==> src/rtl/custom_rv_core.sv <==
// Multi-cycle RV32I core: FETCH/DECODE/EXECUTE/MEMORY/WRITEBACK over two Wishbone classic masters.
// The register file lives in its own module so debug benches can reach regfile_inst.registers.
module custom_rv_regfile (
   input  logic        clk,
   input  logic        rst_n,
   input  logic [4:0]  raddr1_i,
   input  logic [4:0]  raddr2_i,
   input  logic        we_i,
   input  logic [4:0]  waddr_i,
   input  logic [31:0] wdata_i,
   output logic [31:0] rdata1_o,
   output logic [31:0] rdata2_o
);
   logic [31:0] registers [0:31];

   always_ff @(posedge clk or negedge rst_n) begin
      if (!rst_n) begin
         for (int i = 0; i < 32; i++) registers[i] <= '0;
      end else if (we_i && waddr_i != 5'd0) begin
         registers[waddr_i] <= wdata_i;
      end
   end

   assign rdata1_o = (raddr1_i == 5'd0) ? 32'd0 : registers[raddr1_i];
   assign rdata2_o = (raddr2_i == 5'd0) ? 32'd0 : registers[raddr2_i];
endmodule

module custom_rv_core #(
   parameter logic [31:0] RESET_VECTOR = 32'h00000000
) (
   input  logic        clk,
   input  logic        rst_n,
   output logic [31:0] iwb_adr_o,
   input  logic [31:0] iwb_dat_i,
   output logic        iwb_cyc_o,
   output logic        iwb_stb_o,
   input  logic        iwb_ack_i,
   output logic [31:0] dwb_adr_o,
   output logic [31:0] dwb_dat_o,
   input  logic [31:0] dwb_dat_i,
   output logic        dwb_we_o,
   output logic [3:0]  dwb_sel_o,
   output logic        dwb_cyc_o,
   output logic        dwb_stb_o,
   input  logic        dwb_ack_i,
   input  logic        dwb_err_i,
   input  logic [31:0] interrupts
);
   typedef enum logic [2:0] {
      FETCH = 3'd0, DECODE = 3'd1, EXECUTE = 3'd2, MEMORY = 3'd3, WRITEBACK = 3'd4
   } state_t;

   localparam logic [6:0] OPC_LUI = 7'b0110111, OPC_AUIPC = 7'b0010111, OPC_JAL = 7'b1101111,
                          OPC_JALR = 7'b1100111, OPC_BRANCH = 7'b1100011, OPC_LOAD = 7'b0000011,
                          OPC_STORE = 7'b0100011, OPC_OPIMM = 7'b0010011, OPC_OP = 7'b0110011;
   localparam logic [3:0] ALU_ADD = 4'd0, ALU_SUB = 4'd1, ALU_SLL = 4'd2, ALU_SLT = 4'd3,
                          ALU_SLTU = 4'd4, ALU_XOR = 4'd5, ALU_SRL = 4'd6, ALU_SRA = 4'd7,
                          ALU_OR = 4'd8, ALU_AND = 4'd9;

   function automatic logic [31:0] alu_f(input logic [3:0] op, input logic [31:0] a,
                                         input logic [31:0] b);
      case (op)
         ALU_SUB:  return a - b;
         ALU_SLL:  return a << b[4:0];
         ALU_SLT:  return {31'd0, $signed(a) < $signed(b)};
         ALU_SLTU: return {31'd0, a < b};
         ALU_XOR:  return a ^ b;
         ALU_SRL:  return a >> b[4:0];
         ALU_SRA:  return $unsigned($signed(a) >>> b[4:0]);
         ALU_OR:   return a | b;
         ALU_AND:  return a & b;
         default:  return a + b;
      endcase
   endfunction

   // Lane pick uses the low address bits; halves ignore addr[0] so misaligned halves truncate.
   function automatic logic [31:0] load_f(input logic [2:0] f3, input logic [1:0] off,
                                          input logic [31:0] d);
      logic [7:0]  b;
      logic [15:0] h;
      b = 8'(d >> {off, 3'b000});
      h = off[1] ? d[31:16] : d[15:0];
      case (f3)
         3'b000:  return {{24{b[7]}}, b};
         3'b001:  return {{16{h[15]}}, h};
         3'b100:  return {24'd0, b};
         3'b101:  return {16'd0, h};
         default: return d;
      endcase
   endfunction

   state_t      state_q, state_d;
   logic [31:0] pc_q, pc_d, instr_q, instr_d, alu_res_q, alu_res_d;
   logic [31:0] next_pc_q, next_pc_d, load_q, load_d;
   logic        load_ok_q, load_ok_d, iwb_cyc_q, iwb_cyc_d, dwb_cyc_q, dwb_cyc_d;
   logic        dwb_we_q, dwb_we_d;
   logic [3:0]  dwb_sel_q, dwb_sel_d;
   logic [31:0] dwb_adr_q, dwb_adr_d, dwb_dat_q, dwb_dat_d;

   logic [2:0]  state;
   logic [31:0] pc, instruction, rs1_data, rs2_data, immediate;
   logic [31:0] alu_operand_a, alu_operand_b, alu_result, rd_data, pc_plus4, lane_dat;
   logic [4:0]  rs1_addr, rs2_addr, rd_addr;
   logic [3:0]  alu_op, lane_sel;
   logic [6:0]  opcode;
   logic [2:0]  funct3;
   logic        alu_src_imm, rd_wen, taken, unused_irq;
   logic        is_lui, is_auipc, is_jal, is_jalr, is_branch, is_load, is_store, is_opimm, is_op;

   assign state       = state_q;
   assign pc          = pc_q;
   assign instruction = instr_q;
   assign unused_irq  = ^interrupts;

   assign opcode   = instruction[6:0];
   assign funct3   = instruction[14:12];
   assign rd_addr  = instruction[11:7];
   assign rs1_addr = instruction[19:15];
   assign rs2_addr = instruction[24:20];
   assign is_lui    = (opcode == OPC_LUI);
   assign is_auipc  = (opcode == OPC_AUIPC);
   assign is_jal    = (opcode == OPC_JAL);
   assign is_jalr   = (opcode == OPC_JALR);
   assign is_branch = (opcode == OPC_BRANCH);
   assign is_load   = (opcode == OPC_LOAD);
   assign is_store  = (opcode == OPC_STORE);
   assign is_opimm  = (opcode == OPC_OPIMM);
   assign is_op     = (opcode == OPC_OP);

   custom_rv_regfile regfile_inst (
      .clk      (clk),
      .rst_n    (rst_n),
      .raddr1_i (rs1_addr),
      .raddr2_i (rs2_addr),
      .we_i     (rd_wen),
      .waddr_i  (rd_addr),
      .wdata_i  (rd_data),
      .rdata1_o (rs1_data),
      .rdata2_o (rs2_data)
   );

   always_comb begin
      immediate = 32'd0;
      case (opcode)
         OPC_OPIMM, OPC_LOAD, OPC_JALR:
            immediate = {{20{instruction[31]}}, instruction[31:20]};
         OPC_STORE:
            immediate = {{20{instruction[31]}}, instruction[31:25], instruction[11:7]};
         OPC_BRANCH:
            immediate = {{19{instruction[31]}}, instruction[31], instruction[7],
                         instruction[30:25], instruction[11:8], 1'b0};
         OPC_LUI, OPC_AUIPC:
            immediate = {instruction[31:12], 12'd0};
         OPC_JAL:
            immediate = {{11{instruction[31]}}, instruction[31], instruction[19:12],
                         instruction[20], instruction[30:21], 1'b0};
         default: immediate = 32'd0;
      endcase
   end

   always_comb begin
      alu_op = ALU_ADD;
      if (is_op || is_opimm) begin
         case (funct3)
            3'b000:  alu_op = (is_op && instruction[30]) ? ALU_SUB : ALU_ADD;
            3'b001:  alu_op = ALU_SLL;
            3'b010:  alu_op = ALU_SLT;
            3'b011:  alu_op = ALU_SLTU;
            3'b100:  alu_op = ALU_XOR;
            3'b101:  alu_op = instruction[30] ? ALU_SRA : ALU_SRL;
            3'b110:  alu_op = ALU_OR;
            default: alu_op = ALU_AND;
         endcase
      end
   end

   assign alu_src_imm   = is_opimm | is_load | is_store | is_lui | is_auipc | is_jal | is_jalr;
   assign alu_operand_a = (is_auipc || is_jal) ? pc : (is_lui ? 32'd0 : rs1_data);
   assign alu_operand_b = alu_src_imm ? immediate : rs2_data;
   assign alu_result    = alu_f(alu_op, alu_operand_a, alu_operand_b);
   assign pc_plus4      = pc + 32'd4;

   always_comb begin
      case (funct3)
         3'b000:  taken = (rs1_data == rs2_data);
         3'b001:  taken = (rs1_data != rs2_data);
         3'b100:  taken = ($signed(rs1_data) < $signed(rs2_data));
         3'b101:  taken = ($signed(rs1_data) >= $signed(rs2_data));
         3'b110:  taken = (rs1_data < rs2_data);
         3'b111:  taken = (rs1_data >= rs2_data);
         default: taken = 1'b0;
      endcase
   end

   // funct3[1:0]: 00 byte, 01 half, otherwise word.
   always_comb begin
      case (funct3[1:0])
         2'b00: begin
            lane_sel = 4'b0001 << alu_result[1:0];
            lane_dat = {4{rs2_data[7:0]}};
         end
         2'b01: begin
            lane_sel = 4'b0011 << alu_result[1:0];
            lane_dat = {2{rs2_data[15:0]}};
         end
         default: begin
            lane_sel = 4'b1111;
            lane_dat = rs2_data;
         end
      endcase
   end

   assign rd_wen  = (state_q == WRITEBACK) &&
                    (is_op || is_opimm || is_lui || is_auipc || is_jal || is_jalr ||
                     (is_load && load_ok_q));
   assign rd_data = (is_jal || is_jalr) ? pc_plus4 : (is_load ? load_q : alu_res_q);

   always_comb begin
      state_d   = state_q;
      pc_d      = pc_q;
      instr_d   = instr_q;
      alu_res_d = alu_res_q;
      next_pc_d = next_pc_q;
      load_d    = load_q;
      load_ok_d = load_ok_q;
      iwb_cyc_d = iwb_cyc_q;
      dwb_cyc_d = dwb_cyc_q;
      dwb_we_d  = dwb_we_q;
      dwb_sel_d = dwb_sel_q;
      dwb_adr_d = dwb_adr_q;
      dwb_dat_d = dwb_dat_q;
      case (state_q)
         FETCH: begin
            if (iwb_cyc_q && iwb_ack_i) begin
               instr_d   = iwb_dat_i;
               iwb_cyc_d = 1'b0;
               state_d   = DECODE;
            end else begin
               iwb_cyc_d = 1'b1;
            end
         end
         DECODE: state_d = EXECUTE;
         EXECUTE: begin
            alu_res_d = alu_result;
            if (is_jal)                   next_pc_d = alu_result;
            else if (is_jalr)             next_pc_d = alu_result & ~32'd1;
            else if (is_branch && taken)  next_pc_d = pc + immediate;
            else                          next_pc_d = pc_plus4;
            if (is_load || is_store) begin
               dwb_cyc_d = 1'b1;
               dwb_we_d  = is_store;
               dwb_sel_d = lane_sel;
               dwb_adr_d = funct3[1] ? {alu_result[31:2], 2'b00} : alu_result;
               dwb_dat_d = lane_dat;
               state_d   = MEMORY;
            end else begin
               state_d = WRITEBACK;
            end
         end
         MEMORY: begin
            if (dwb_cyc_q && (dwb_ack_i || dwb_err_i)) begin
               dwb_cyc_d = 1'b0;
               dwb_we_d  = 1'b0;
               dwb_sel_d = 4'b0000;
               load_d    = load_f(funct3, alu_res_q[1:0], dwb_dat_i);
               load_ok_d = !dwb_err_i;
               state_d   = WRITEBACK;
            end
         end
         WRITEBACK: begin
            pc_d      = next_pc_q;
            load_ok_d = 1'b0;
            iwb_cyc_d = 1'b1;
            state_d   = FETCH;
         end
         default: state_d = FETCH;
      endcase
   end

   always_ff @(posedge clk or negedge rst_n) begin
      if (!rst_n) begin
         state_q   <= FETCH;
         pc_q      <= RESET_VECTOR;
         load_ok_q <= 1'b0;
         iwb_cyc_q <= 1'b0;
         dwb_cyc_q <= 1'b0;
         dwb_we_q  <= 1'b0;
         dwb_sel_q <= 4'b0000;
      end else begin
         state_q   <= state_d;
         pc_q      <= pc_d;
         load_ok_q <= load_ok_d;
         iwb_cyc_q <= iwb_cyc_d;
         dwb_cyc_q <= dwb_cyc_d;
         dwb_we_q  <= dwb_we_d;
         dwb_sel_q <= dwb_sel_d;
      end
   end

   // Datapath holding registers carry no reset; they are always written before use.
   always_ff @(posedge clk) begin
      instr_q   <= instr_d;
      alu_res_q <= alu_res_d;
      next_pc_q <= next_pc_d;
      load_q    <= load_d;
      dwb_adr_q <= dwb_adr_d;
      dwb_dat_q <= dwb_dat_d;
   end

   assign iwb_adr_o = pc_q;
   assign iwb_cyc_o = iwb_cyc_q;
   assign iwb_stb_o = iwb_cyc_q;
   assign dwb_adr_o = dwb_adr_q;
   assign dwb_dat_o = dwb_dat_q;
   assign dwb_we_o  = dwb_we_q;
   assign dwb_sel_o = dwb_sel_q;
   assign dwb_cyc_o = dwb_cyc_q;
   assign dwb_stb_o = dwb_cyc_q;
endmodule

==> config.mk <==
export PLATFORM = sky130hd
export DESIGN_NAME = custom_rv_core
export DESIGN_NICKNAME = d
export VERILOG_FILES = /design/src/rtl/custom_rv_core.sv
export SDC_FILE = /design/constraint.sdc
export NUM_CORES = 2
export LEC_CHECK = 0
export BUFFER_PORTS_ARGS = -buffer_cell sky130_fd_sc_hd__buf_2
export CAP_MARGIN = 20
export CORE_UTILIZATION = 48
export DETAILED_ROUTE_END_ITERATION = 8
export PLACE_DENSITY = 0.68
export SKIP_LAST_GASP = 1
export SLEW_MARGIN = 0
export SYNTH_ARGS = -nofsm -noshare
export SYNTH_HDL_FRONTEND = slang
export SYNTH_HIERARCHICAL = 1
export SYNTH_SLANG_ARGS = --single-unit
==> constraint.sdc <==
create_clock -name clk -period 11.4 [get_ports clk]
set_input_delay 1.14 -clock clk [delete_from_list [all_inputs] [get_ports clk]]
set_output_delay 1.14 -clock clk [all_outputs]
set_load 0.05 [all_outputs]
**Word-level counts from Yosys, hierarchy flattened**

Index checks and enable logic that the tools add are counted.

- Logic and storage cells: 195
- Input bits: 101
- Register bits: 1259

- Reductions and logical operators: 36
- Shift operators: 6
- Bitwise operators: 12
- Add/subtract/negate cells: 4
- Equal/unequal tests: 35
- Magnitude comparators: 10
- Multiplexer cells: 46

Operator list:

| kind | number |
|---|---|
| $bwmux 1024 | 1 |
| $mux 32 | 15 |
| $bmux 32 s5 | 2 |
| $pmux 32 s9 | 1 |
| $demux 32 s5 | 1 |
| $pmux 32 s5 | 1 |
| $lt 32x32->1 | 4 |
| $pmux 32 s4 | 1 |
| $add 32x32->32 | 2 |
| $ge 32x32->1 | 2 |
| $pmux 32 s2 | 1 |
| $add 32x3->32 const B | 1 |
| $and 32x32->32 | 1 |
| $eq 32x32->1 | 1 |
| $ne 32x32->1 | 1 |
| $or 32x32->32 | 1 |
| $shl 32x5->32 | 1 |
| $shr 32x5->32 | 1 |
| $shr 32x5->8 | 1 |
| $sshr 32x5->32 | 1 |
| $sub 32x32->32 | 1 |
| $xor 32x32->32 | 1 |
| $pmux 4 s7 | 1 |
| $eq 7x6->1 const B | 3 |
| 38 further kinds | 103 |

**Depth between registers and ports, before layout**

- Depth in word-level cells: 14
- Mapped depth: 28
- Depth with buffers taken out: 22

**Cells and area by module**

Netlist, hierarchy kept.

Modules (own cells, without submodules):

| module | seq. area each (um2) | area each (um2) | times used | cells each |
|---|---|---|---|---|
| custom_rv_regfile | 25624.6 | 54380.9 | 1 | 3623 |
| custom_rv_core | 6841.6 | 22517.8 | 1 | 2678 |

**Worst setup path after synthesis**

No wires, ideal clock.

- Kind: register to register
- Start: reg instr_q[3]
- End: reg dwb_sel_q[1] (netlist: dwb_sel_o[1])
- Slack: 2.255 ns
- Path buffers: 1
- Setup time: 0.122 ns
- Data arrival time: 9.024 ns
- Stages on the path, launching flop included: 7
- Cells stage by stage: edfxtp_1 > buf_6 > nor4bb_4 > or2b_1 > nor4_1 > o21ai_0 > o211ai_1

- Longest elaborated chain between the ends: 14
- Elaborated cells between the ends (all ways): 55
- Classes of those cells: 2 x add/sub; 2 x order compare; 19 x eq/ne; 5 x shift; 11 x mux; 9 x bitwise; 7 x reduce/logical

Ends and longest elaborated chain:

| what | RTL line | source |
|---|---|---|
| from (decl) | 93 | `logic [31:0] pc_q, pc_d, instr_q, instr_d, alu_res_q, alu_res_d;` |
| from (signal assigned) | 302 | `instr_q <= instr_d;` |
| $eq 7x5->1 / $eq 7x2->1 (equally long branches) | 127, 144, 125 |  |
| $or 1x1->1 (6 in series) | 177 | `assign alu_src_imm = is_opimm \| is_load \| is_store \| is_lui \| is_auipc \| is_jal \| is_jalr;` |
| $mux 32 | 179 | `assign alu_operand_b = alu_src_imm ? immediate : rs2_data;` |
| $add 32x32->32, or another cell as far along | 72 | `default: return a + b;` |
| $pmux 32 s9 | 62 | `case (op)` |
| $shl 2x2->4 / $shl 1x2->4 (equally long branches) | 203, 199 |  |
| $pmux 4 s2 | 197 | `case (funct3[1:0])` |
| $mux 4 | 249 | `if (is_load \|\| is_store) begin` |
| $pmux 4 s2 | 232 | `case (state_q)` |
| to (signal assigned) | 296 | `dwb_sel_q <= dwb_sel_d;` |
| to (decl) | 97 | `logic [3:0] dwb_sel_q, dwb_sel_d;` |

Several ways; a longest one is shown, not always the timed one. The select of a mux whose other input is x is not followed.
A chain may end at the register's enable or synchronous reset.

**Worst setup path after layout**

- Start: reg instr_q[18]
- End: reg dwb_adr_q[24] (netlist: dwb_adr_o[24]) (data pin)

- Longest elaborated chain between the ends: 9
- Elaborated cells between the ends (all ways): 19
- Classes of those cells: 2 x add/sub; 3 x shift; 9 x mux; 4 x bitwise; 1 x reduce/logical

Ends and longest elaborated chain:

| what | RTL line | source |
|---|---|---|
| $not 5->6 (not written as such) | 24 | `assign rdata1_o = (raddr1_i == 5'd0) ? 32'd0 : registers[raddr1_i];` |
| $bmux 32 s5 | 24 |  |
| $mux 32 (not written as such) (2 in series) | 24 |  |
| $mux 32 * | 24 |  |
| named net rs1_data[0] | 101 | `logic [31:0] pc, instruction, rs1_data, rs2_data, immediate;` |
| $mux 32 * (2 in series) | 178 | `assign alu_operand_a = (is_auipc \|\| is_jal) ? pc : (is_lui ? 32'd0 : rs1_data);` |
| $add 32x32->32, or another cell as far along | 72 |  |
| $pmux 32 s9 * | 62 |  |
| named net alu_result[24] | 102 | `logic [31:0] alu_operand_a, alu_operand_b, alu_result, rd_data, pc_plus4, lane_dat;` |
| to (signal assigned) | 306 | `dwb_adr_q <= dwb_adr_d;` |
| to (decl) | 98 | `logic [31:0] dwb_adr_q, dwb_adr_d, dwb_dat_q, dwb_dat_d;` |

The timed path passes the listed nets; every way through them passes the cells marked *. The select of a mux whose other input is x is not followed.

==> results by stage <==
Pwr:
- Power spread over the standard cell area amounts to 220 nW/µm².
- The highest ir drop seen on vdd is about 140 µV.
- The static leakage is 37.7 nW.

Floorplanning:
- 206 I/O pins were placed.
- The starting density of the core is 48.4%.
- The floorplan step defined a die boundary enclosing 162000 µm².
- The row count is 146.
- From bottom edge to top edge, the die measures 402 µm.
- After floorplanning, the core was sized to cover 159000 µm².
- From left edge to right edge, the die measures approximately 400 µm.

Logic synthesis:
- The number of enable flip-flop cells after synthesis is 192.
- The cell count after synthesis is 6301.
- The synthesized net count is 6566.
- The fraction of registers with async set/reset is 84.7%.
- Yosys printed 6 warnings.
- The top flip-flop cell by instance count after synthesis is dfrtp_1.
- The fraction of the yosys area taken by sequential cells is 42.2%.
- The synthesized netlist devotes a little under 6% of its cell area to simple gates.
- The multiplexer share of the synthesized area is 32.5%.
- The combined area of all synthesized cells is 76900 µm².
- The count of different cell masters after synthesis is 107.
- After Yosys synthesis, full adders, half adders and majority gates account for 2.70% of the synthesized area.
- The synthesized-area fraction occupied by ao, oa, aoi and oai cells is 11.4%.
- By area, the combinational part of the netlist is dominated by multiplexers.
- After synthesis the netlist holds a flip-flop and latch count of about 1.3k.
- After synthesis, the mean cell area works out to 12.2 µm².
- After Yosys synthesis, XOR and XNOR cells account for 0.831% of the synthesized area.

Drt:
- After detailed routing, the average wire length per cell comes to between 30 and 40 µm.
- Summed over all layers, the routed wires come to 293000 µm.
- For this run, the detailed router's first-pass iteration total came to 8.
- The number of violations reported at the end of detailed-routing iteration 0 is 7199.
- Dividing the detail-routed via count by the number of cells gives 6.96.
- The total number of vias is 58.7k.
- The remaining antenna violation count after routing is 0.
- The DRC violations left is 2.

Setup path:
- The critical path is of the reg2reg type.
- The capturing element type of the critical path is a flop.
- The arrival time at the worst endpoint is ~9.3 ns.
- The critical-path maximum fanout is 32.
- Data on the critical path is required at its endpoint by 11.85 ns.
- The sort of element at the start of the critical path is a flop.

STA:
- The number of hold-slack violations in the final timing report is 0.
- The final cycle utilization of the critical path is 77.4%.
- The final setup violation count is 0.
- Across all hold checks on the routed design, the worst slack comes to around 0.36 ns.
- The headroom to the max-slew limit is 12.5%.
- Static timing analysis puts the maximum clock frequency at 0.113 GHz.
- Setup repair after global routing left no endpoint under its margin.
- The setup TNS is 0 ns.
- The setup clock skew after layout is 0.0359 ns.
- The final critical delay including setup and external delays is 8.83 ns.
- The number of max-slew violations in the final report is 0.
- The transition time at the pin with the least slew margin is 1.30 ns.

Clocking:
- The level count of the clock H-tree is 4.
- The root buffer selected by CTS is clkbuf_16.
- The TritonCTS clock tree is done.
- Counting the buffers created by CTS gives 138.
- The count of hold-fix buffers inserted at cts is 0.
- After clock tree synthesis, the clock-pin slew on the worst setup and hold paths is 0.05 ns.
- The worst-skew pair later-pin latency is roughly 0.83 ns.
- The post-CTS repair timing setup buffer count is 0.
- The total clock sinks is 1259.
- The number of buffers between clock root and the deepest sink is 3.
- The number of gates given a new drive strength after cts is 0.

Global routing:
- Global routing consumed, over all layers together, 35.9% of the routing resources.
- The number of antenna violations at the first check in global routing was 17.
- The total congestion overflow after global routing is 0.
- The number of global-route vias before repair is 58.2k.
- The first global-routing pass estimated 418000 µm of wire.
- Entering global routing, the biggest net connects between 150 and 200 pins.

Final layout:
- In the final layout, flip-flops and latches occupy roughly 32000 µm².
- For this run, the post-layout net count is approximately 6.5k.
- The area of the multi-input gates is 41500 µm².
- The ratio of cells with drive above 1 in the final layout is 35.7%.
- Relative to the synthesized area, the layout overhead comes to 10.0%.
- The number of fill cells in the layout is 13.4k.

Run status:
- The run finished, with violations left.
- The checks that failed: DRC.

Hold path:
- The class of the worst hold path is in2async.

Place:
- The quantity of I/O buffers inserted on ports is 173.
- The placed wire-length estimate is 194000 µm.
- The routability congestion estimate from global placement is 1.07.

Job:
- The total of max-cap violations is 0.
==> worst max-delay path: stages, from the launching register on <==
cell and delay [ns]:
edfxtp_1 0.33, buf_4 0.34, or2_2 0.78, or4_4 0.72
o21ai_0 0.24, a311oi_2 0.92, a22oi_1 0.45, inv_1 0.18
ha_1 0.28, inv_1 0.09, fa_1 0.47, nand2b_1 0.18
a221oi_1 0.40, o211ai_1 0.23, a211oi_1 0.63, nor2_1 0.27
o21ai_0 0.39, a31oi_1 0.21, o21bai_1 0.18, a21o_1 0.15
o22ai_1 0.07, o21bai_1 0.49, o2111ai_1 0.40
==> cell usage after synthesis (15+ instances only) <==
cell type	number	area share [%]
nor2b_1	90	0.73
o21ai_0	311	2.0
a31oi_1	31	0.25
xor2_1	31	0.35
dfrtp_1	1067	35
a311oi_1	75	0.85
nand2b_1	20	0.16
edfxtp_1	192	7.5
o21a_1	21	0.21
and2_1	33	0.27
buf_1	32	0.16
nand2_1	336	1.6
mux2_2	1064	16
and3_1	29	0.24
a211oi_1	92	0.90
o21bai_1	24	0.23
nand4_1	29	0.24
nor2_1	209	1.0
o211ai_1	45	0.44
a21o_1	41	0.40
xnor2_1	42	0.48
a221o_1	23	0.30
o2111ai_1	23	0.26
mux2_1	56	0.82
mux2i_1	212	2.8
a22o_1	39	0.44
a21boi_0	27	0.26
o22ai_1	26	0.21
o221ai_1	15	0.17
a21oi_1	224	1.5
o21ai_1	19	0.12
inv_1	167	0.82
mux4_2	453	13
nor3_1	42	0.27
a221oi_1	62	0.71
ha_1	161	2.6
nand3_1	95	0.62
a22oi_1	86	0.84
buf_4	52	0.51
clkbuf_1	310	1.5
buf_2	196	1.3
==> per-stage QoR <==
stage	power (W)	instance area (µm²)	utilization, %	setup slack, ns	std cells
6_report	0.0186	84600	53.3	2.57	8431
3_5_place_dp	0.0137	79800	50.3	3.09	8160
2_1_floorplan	0.0105	76900	-	2.25	6301
3_3_place_gp	0.0137	79700	50.2	3.02	8153
4_1_cts	0.0184	84500	53.2	3.03	8411
5_1_grt	0.0192	84600	53.3	2.45	8422
==> final cells by class <==
class / instances / area share [%]
inverter: 176 / 0.784
multi-input combinational: 4265 / 49.0
tap: 2072 / 3.06
timing repair buffer: 399 / 3.29
sequential: 1259 / 38.4
clock inverter: 41 / 0.621
antenna: 9 / 0.0266
clock buffer: 210 / 4.86
==> placed cells by master (no fill, tap or decap), drive strengths merged, types with 40 or more instances in the layout <==
cell type  instances
a22o              40
clkbuf           214
o211ai            47
nand2            337
nand3             95
a22oi             90
mux2i            213
a21o              41
mux2            1121
inv              183
a311oi            75
edfxtp           192
nor3              43
buf              395
nor2b             90
o21ai            333
ha               161
xnor2             42
dfrtp           1067
a211oi            94
nor2             210
a221oi            63
mux4             453
a21oi            225
==> state kept, by name, summed over array words and instances (netlist names) <==
register / cells
iwb_adr_o: 32
alu_res_q: 32
instr_q: 32
dwb_we_o: 1
iwb_cyc_o: 1
dwb_adr_o: 32
load_q: 32
dwb_cyc_o: 1
next_pc_q: 32
state: 3
dwb_sel_o: 4
regfile_inst/registers: 1024
dwb_dat_o: 32
load_ok_q: 1
==> power by group <==
part / switching [W] / total (W) / internal, W
Combinational: 0.00607 / 0.00865 / 0.00258
Sequential: 0.000351 / 0.00536 / 0.00501
Clock: 0.00193 / 0.00462 / 0.00269
Total: 0.00836 / 0.0186 / 0.0103
==> logic make-up after synthesis <==
| logic type | Yosys count |
|---|---|
| mux | 1787 |
| compound gates | 1291 |
| flops | 1259 |
| simple gates | 950 |
| buf+inv | 777 |
| fa+ha+maj | 164 |
| xor+xnor | 73 |
==> worst paths after layout <==
kind	startpoint	to	slack, ns	cells past startpoint
setup / recovery	instr_q[18]	dwb_adr_o[24]	2.57	22
hold / removal	rst_n	regfile_inst/registers[697]	0.36	1
setup reg to reg	instr_q[18]	dwb_adr_o[24]	2.57	22
hold reg to reg	regfile_inst/registers[999]	regfile_inst/registers[999]	0.39	0
max in group asynchronous	rst_n	regfile_inst/registers[362]	8.50	3
min in group clk	regfile_inst/registers[999]	regfile_inst/registers[999]	0.39	0
==> metal layers <==
metal,share of wire (%),up-vias,global-route usage (%)
met3,10,931,9.75
met5,0.0075,-,0
met4,7.9,4,24.9
met2,45,3568,55.2
met1,37,30300,44.1
li1,-,23900,-
No activity file was read; power rests on OpenSTA's default activity.
